==> src/rtl/pwm_core8_if.sv <==
// Bus between the PWM register block (master) and the eight-channel PWM core (slave).
// Carries the E/T/D register fields, the restart strobe and the per-channel status.
interface pwm_core8_if #(
  parameter int NCH = 8,
  parameter int W   = 32
);
  logic [NCH-1:0]   en;
  logic [NCH*W-1:0] period;
  logic [NCH*W-1:0] duty;
  logic             restart;
  logic [NCH-1:0]   pwm;
  logic [NCH-1:0]   active;
  logic [NCH-1:0]   cyc_done;

  modport master (
    output en, period, duty, restart,
    input  pwm, active, cyc_done
  );

  modport slave (
    input  en, period, duty, restart,
    output pwm, active, cyc_done
  );
endinterface

==> src/rtl/pwm_core8.sv <==
// Eight-channel PWM generator with period/duty shadow registers that only reload at a
// period boundary or a global restart, so bus writes never glitch a running cycle.
//
//  state  | meaning
//  -------+-----------------------------------------------------------------
//  S_IDLE | channel off; pwm=0, waiting for en with a non-zero period
//  S_RUN  | counting 0..per_sh-1; pwm high while cnt < duty_sh
module pwm_core8 #(
  parameter int NCH = 8,
  parameter int W   = 32
) (
  input  logic        clk,
  input  logic        rst_n,
  pwm_core8_if.slave  bus
);

  localparam logic [0:0]   S_IDLE = 1'b0;
  localparam logic [0:0]   S_RUN  = 1'b1;
  localparam logic [W-1:0] ONE    = {{(W-1){1'b0}}, 1'b1};

  for (genvar i = 0; i < NCH; i++) begin : g_ch
    logic [0:0]   state;
    logic [W-1:0] cnt;
    logic [W-1:0] per_sh;
    logic [W-1:0] duty_sh;
    logic         pwm_r;
    logic         act_r;
    logic         done_r;
    logic [W-1:0] per_in;
    logic [W-1:0] duty_in;
    logic         per_zero;
    logic         wrap;

    assign per_in   = bus.period[i*W +: W];
    assign duty_in  = bus.duty[i*W +: W];
    assign per_zero = (per_in == '0);
    // per_sh is never zero in RUN, so the subtraction cannot underflow there
    assign wrap     = (cnt == per_sh - ONE);

    always_ff @(posedge clk) begin
      if (!rst_n) begin
        state   <= S_IDLE;
        cnt     <= '0;
        per_sh  <= '0;
        duty_sh <= '0;
        pwm_r   <= 1'b0;
        act_r   <= 1'b0;
        done_r  <= 1'b0;
      end else begin
        case (state)
          S_IDLE: begin
            pwm_r  <= 1'b0;
            done_r <= 1'b0;
            act_r  <= 1'b0;
            cnt    <= '0;
            if (bus.en[i] && !per_zero) begin
              per_sh  <= per_in;
              duty_sh <= duty_in;
              act_r   <= 1'b1;
              state   <= S_RUN;
            end
          end
          S_RUN: begin
            pwm_r <= (cnt < duty_sh);
            if (bus.restart) begin
              // restart takes priority over a coinciding wrap: no completion pulse
              cnt     <= '0;
              per_sh  <= per_in;
              duty_sh <= duty_in;
              done_r  <= 1'b0;
              if (per_zero) begin
                state <= S_IDLE;
                act_r <= 1'b0;
              end
            end else if (wrap) begin
              cnt     <= '0;
              per_sh  <= per_in;
              duty_sh <= duty_in;
              done_r  <= 1'b1;
              if (!bus.en[i] || per_zero) begin
                state <= S_IDLE;
                act_r <= 1'b0;
              end
            end else begin
              cnt    <= cnt + ONE;
              done_r <= 1'b0;
            end
          end
          default: begin
            state <= S_IDLE;
            act_r <= 1'b0;
            pwm_r <= 1'b0;
          end
        endcase
      end
    end

    assign bus.pwm[i]      = pwm_r;
    assign bus.active[i]   = act_r;
    assign bus.cyc_done[i] = done_r;
  end

endmodule

==> src/flat_wrapper.sv <==
// flat-port wrapper written by rule: the top's interface ports become plain ports
module pwm_core8_flat 
#(
  parameter int NCH = 8,
  parameter int W   = 32
)
  (clk, rst_n, bus_en, bus_period, bus_duty, bus_restart, bus_pwm, bus_active, bus_cyc_done);
  pwm_core8_if #(.NCH(NCH), .W(W)) bus_i ();
  input  logic clk;
  input  logic rst_n;
  input wire logic [$bits(bus_i.en)-1:0] bus_en;
  input wire logic [$bits(bus_i.period)-1:0] bus_period;
  input wire logic [$bits(bus_i.duty)-1:0] bus_duty;
  input wire logic [$bits(bus_i.restart)-1:0] bus_restart;
  output wire logic [$bits(bus_i.pwm)-1:0] bus_pwm;
  output wire logic [$bits(bus_i.active)-1:0] bus_active;
  output wire logic [$bits(bus_i.cyc_done)-1:0] bus_cyc_done;
  assign bus_i.en = bus_en;
  assign bus_i.period = bus_period;
  assign bus_i.duty = bus_duty;
  assign bus_i.restart = bus_restart;
  assign bus_pwm = bus_i.pwm;
  assign bus_active = bus_i.active;
  assign bus_cyc_done = bus_i.cyc_done;
  pwm_core8 #(.NCH(NCH), .W(W)) u_core (.clk(clk), .rst_n(rst_n), .bus(bus_i));
endmodule
==> config.mk <==
export PLATFORM = sky130hd
export DESIGN_NAME = pwm_core8_flat
export DESIGN_NICKNAME = d
export VERILOG_FILES = /design/src/rtl/pwm_core8_if.sv /design/src/rtl/pwm_core8.sv /design/src/flat_wrapper.sv
export SDC_FILE = /design/constraint.sdc
export NUM_CORES = 2
export LEC_CHECK = 0
export ABC_AREA = 0
export CAP_MARGIN = 10
export CORE_MARGIN = 3
export CORE_UTILIZATION = 60
export DETAILED_ROUTE_END_ITERATION = 10
export GPL_TIMING_DRIVEN = 0
export PLACE_DENSITY = 0.85
export SLEW_MARGIN = 20
export SYNTH_ARGS = -nofsm -noshare
export SYNTH_HDL_FRONTEND = slang
export SYNTH_SLANG_ARGS = --single-unit
==> constraint.sdc <==
create_clock -name clk -period 6.3 [get_ports clk]
set_input_delay 1.26 -clock clk [delete_from_list [all_inputs] [get_ports clk]]
set_output_delay 1.26 -clock clk [all_outputs]
set_load 0.1 [all_outputs]
# Word level (Yosys, flattened, before mapping)
# Index checks and enable logic that the tools add are counted.
# op_classes
magnitude_cmp,8
addsub,16
reduce_logical,56
n_eq_ne,40
n_bitwise,8
n_mux,208
# ops
op,count
$mux 32,64
$pmux 32 s2,24
$add 32x1->32 const B,8
$eq 32x32->1,8
$logic_not 32->1,8
$lt 32x32->1,8
$sub 32x1->32 const B,8
$mux 1,88
$ne 3x3->1 const B,24
$pmux 1 s2,32
$reduce_and 3->1,8
$logic_not 1->1,16
$ne 2x1->1 const B,8
$reduce_and 2->1,8
$logic_and 1x1->1,8
$logic_or 1x1->1,8
$not 1->1,8
# word_totals
register_bits,800

# Longest topological paths before layout
# depth
word_depth,6
ltp_mapped,15
ltp_nobuf,11

# Worst setup path before layout
# OpenSTA, ideal clock, no wires.
# synth_path
path_kind,register -> register
start,register u_core.g_ch[5].per_sh[4]
end,register u_core.g_ch[5].duty_sh[0]
setup_time_ns,0.072
path_slack_ns,2.628
required_time_ns,6.228
stages_incl_launch_ff,14
t_arrival_ns,3.600
path_cell_list,dfxtp_1 -> or4_4 -> buf_6 -> or4_4 -> buf_6 -> or4_4 -> a211oi_2 -> nand4_1 -> a2111oi_2 -> o2111ai_1 -> a21oi_2 -> buf_6 -> buf_12 -> mux2i_1
# synth_via
elab_chain_len,4
# synth_rtl
element,line_no,rtl
"start, declared",pwm_core8.sv:24,logic [W-1:0] per_sh;
"start signal, assigned",pwm_core8.sv:57,per_sh <= per_in;
"start signal, assigned",pwm_core8.sv:68,per_sh <= per_in;
"start signal, assigned",pwm_core8.sv:77,per_sh <= per_in;
$sub 32x1->32,pwm_core8.sv:38,assign wrap = (cnt == per_sh - ONE);
$eq 32x32->1,pwm_core8.sv:38,
$ne 3x3->1 (no line),--,
$reduce_and 2->1 (no line),--,
"end signal, assigned",pwm_core8.sv:58,duty_sh <= duty_in;
"end signal, assigned",pwm_core8.sv:69,duty_sh <= duty_in;
"end signal, assigned",pwm_core8.sv:78,duty_sh <= duty_in;
"end, declared",pwm_core8.sv:25,logic [W-1:0] duty_sh;
# No other way between the ends.
# A chain may end at the register's enable or synchronous reset.

# Worst setup path after layout
# layout_path
start,input bus_restart
end,register u_core.g_ch[2].cnt[30]
# layout_via
elab_chain_len,2
# layout_rtl
element,line_no,rtl
"start, declared",flat_wrapper.sv:14,input wire logic [$bits(bus_i.restart)-1:0] bus_restart;
$mux 32,pwm_core8.sv:65,if (bus.restart) begin
$pmux 32 s2,pwm_core8.sv:50,case (state)
"end signal, assigned",pwm_core8.sv:85,cnt <= cnt + ONE;
"end, declared",pwm_core8.sv:23,logic [W-1:0] cnt;
# No other way between the ends.

==> metrics <==
status completed; peak per-stage delay on the critical path 1.05 ns; endpoints failing setup 0; TritonCTS clock tree yes; HP Class flop to flop; Routed WL 153.0 mm; Switch Pwr 3.934 mW; Avg WL per Cell 19.72 µm; Final GP Congestion 0.9766; Leak Pwr 23.98 nW; Resized Gates After CTS 0; root buffer cell clkbuf_16; initial antenna violation count 34; post-CTS setup buffers 0; CTS H-tree depth 3; DR pass1 iterations 6; Multi-input gate area 29690 µm²; maximum fanout along the worst path 10; clock skew 0.02159 ns; Cell variety after synth 88; drc violations 0; commonest non-fill, non-tap cell in the layout nand2_1; Hold Path Origin u_core.g_ch[5].duty_sh[7]; fmax 210.3 MHz; Yosys top cell area share 33.11%; yosys warns 0; Worst path slowest cell nor2_1; minimum clock period 4.754 ns; via count 45.79k; Worst R2R Path Depth 12; CTS Hold Buffers Added 0; CTS Buf Count 86; CP arrival 5.32 ns; Max Root-Sink Buffers 3; core box area 79390 µm²; post-synthesis net count 6774; layout cells sized above 1 3.979%; CP Class primary input to flop; maximum vdd drop 0.0002248 V; Die ar. 84070 µm²; reg2reg end u_core.g_ch[2].duty_sh[19]; Place WS 1.055 ns; final hold violations 0; Synth-to-Final Area Change 20.14%; sequential fraction of the synthesis area 33.11%; Final WS setup 1.546 ns; vias per cell 5.902; Storage cell area 16020 µm²; 1st-iter DRT viols 3541; Die H 290.0 µm; Clk pwr share 38.7%; worst path required time 6.87 ns; Pwr per Cell Area 233.1 nW/µm²; vias in the first global route 44.30k; largest area contributor in the netlist dfxtp_1; RSZ-0062 raised after global routing no; Routed Antenna Nets 0; Global Route Usage Sum 34.79%; final setup TNS 0 ns; IO buf count 545; largest net degree at the start of global routing 15; row count 103; part of the power in combinational logic 19.8%; post-DP HPWL 118.7 mm; Worst R2R Start u_core.g_ch[2].per_sh[5]; Netlist Area Pre-Place 48380 µm²; R2R Setup Slk 1.59 ns; number of flops mapped to enable cells by yosys 0; Min-Delay Endpoint u_core.g_ch[5].duty_sh[7]; Synth async-reset ratio 0%; TritonCTS Sinks 800; clk_lat worst skew 0.64 ns; CP Launch Type primary input; Cell Chain, Critical Path clkdlybuf4s50_1 -> clkbuf_2 -> nor2_1 -> clkbuf_2 -> nand3_1 -> clkbuf_1 -> nor2_1; worst-margin pin slew 1.245 ns; Top FF cell, synth dfxtp_1; max-cap viol count 0; DIE WIDTH 290.0 µm; worst path bufs/invs 4; Hold Crit Depth 2; Clock Pin Slew Worst Setup and Hold Paths 0.06 ns; Final Cycle Share 75.46%; internal power 9.615 mW; Synth Register Bits 800; Largest delay share family, worst path buffers and inverters; Setup crit start bus_restart; Mapped Cells 5987; global-route wire length before repair 238.2 mm; register share of total power 41.6%; Final Max Slew Viols 0; fill count 6173; Setup crit end kind flop; switching share of power 29.04%; Avg Inst Size Synth 8.080 µm²; nets 7407; # IOs 547; top cells by area, synth dfxtp_1, mux2i_1, nand2_1, ha_1, xnor2_1; most frequent cells in the layout nand2_1, dfxtp_1, clkdlybuf4s50_1; Initial Util 60.94%; total gr overflow 0; Slew HR 16.99%
## metal layers
layer	GRT usage (%)	vias up	wire length, µm
met5	0	-	133
met4	18.49	18	8437
met3	6.498	412	11720
met2	56.85	1843	70000
met1	43.58	21600	62750
li1	-	21920	-
## sequential cells by signal, summed over array words and instances (netlist names)
signal               flops
u_core.g_ch.per_sh     256
u_core.g_ch.state        8
u_core.g_ch.duty_sh    256
u_core.g_ch.act_r        8
u_core.g_ch.done_r       8
u_core.g_ch.cnt        256
u_core.g_ch.pwm_r        8
## synthesized netlist by cell type (24+ instances only)
| cell | n |
|---|---|
| a211oi_1 | 26 |
| a21o_1 | 120 |
| a21oi_1 | 115 |
| a31oi_1 | 33 |
| and3_1 | 66 |
| and4_1 | 33 |
| buf_2 | 45 |
| buf_4 | 24 |
| clkbuf_1 | 234 |
| dfxtp_1 | 800 |
| ha_1 | 264 |
| inv_1 | 318 |
| mux2i_1 | 538 |
| nand2_1 | 1219 |
| nand2b_1 | 27 |
| nand3_1 | 150 |
| nand4_1 | 147 |
| nor2_1 | 466 |
| nor2b_1 | 43 |
| nor3_1 | 115 |
| nor4_1 | 158 |
| o21ai_0 | 85 |
| or3_1 | 35 |
| or4_1 | 37 |
| xnor2_1 | 283 |
| xor2_1 | 250 |
## cell type report
type                            instances  share of cell area, %
Timing Repair Buffer                  545                  9.387
Tap cell                             1050                  2.261
Inverter                              319                  2.060
Sequential cell                       800                  27.56
Clock inverter                         31                 0.6330
Buffer                                322                  2.547
Clock buffer                          122                  4.357
Antenna cell                           24                 0.1033
Multi-Input combinational cell       4546                  51.09
## kinds of logic (layout without fill, tap and decap cells)
kind of cell,count (synthesis),after routing,share of synthesized area (%)
buffers and inverters,641,1339,5.525
xor gates and xnor gates,534,534,9.696
muxes,540,540,11.18
other,0,24,0
adders and majority gates,264,264,6.828
and+or+nand+nor,2635,2635,25.51
AOI/OAI and AO/OA,573,573,8.160
DFF,800,800,33.11
## power groups by stage
stage	Clock [mW]	Sequential, mW	Combinational (mW)
after floorplan	0	5.63	1.74
after global placement	0	5.71	2.56
after detailed placement	0	5.73	2.61
after CTS	5.29	5.62	2.64
after global routing	5.48	5.66	2.91
final	5.24	5.63	2.68
## stage by stage
| step | area [µm²] | util, % | std cells | total power, mW | hold WS, ns |
|---|---|---|---|---|---|
| 4_1_cts | 58060 | 73.13 | 7735 | 13.55 | 0.4565 |
| 5_1_grt | 58110 | 73.20 | 7756 | 14.05 | 0.4702 |
| 3_3_place_gp | 55150 | 69.46 | 7582 | 8.270 | 0.4432 |
| 3_5_place_dp | 55160 | 69.48 | 7582 | 8.339 | 0.4469 |
| 6_report | 58120 | 73.21 | 7759 | 13.55 | 0.4556 |
| 2_1_floorplan | 48380 | - | 5987 | 7.370 | 0.4347 |
## worst max-delay path by stage
| stage | slack (ns) | depth (start not counted) | endpoint |
|---|---|---|---|
| after CTS | 1.73 | 15 | u_core.g_ch[2].duty_sh[19] |
| after global routing | 1.24 | 11 | u_core.g_ch[4].duty_sh[2] |
| after floorplan | 2.63 | 13 | u_core.g_ch[5].duty_sh[0] |
| after global placement | 0.38 | 7 | u_core.g_ch[2].cnt[28] |
| final | 1.55 | 7 | u_core.g_ch[2].cnt[30] |
| after detailed placement | 1.05 | 7 | u_core.g_ch[2].cnt[0] |
## worst reg2reg max path: stages, from the launching register on
cell,delay (ns)
dfxtp_1,0.30
clkbuf_1,0.19
nor4_2,0.82
nand3_1,0.34
nor4bb_1,0.82
and4b_1,0.31
a311oi_1,0.05
a22oi_1,0.34
nand4b_1,0.24
a31oi_1,0.21
buf_2,0.35
buf_2,0.42
mux2i_1,0.24
No activity file was read; power rests on OpenSTA's default activity.
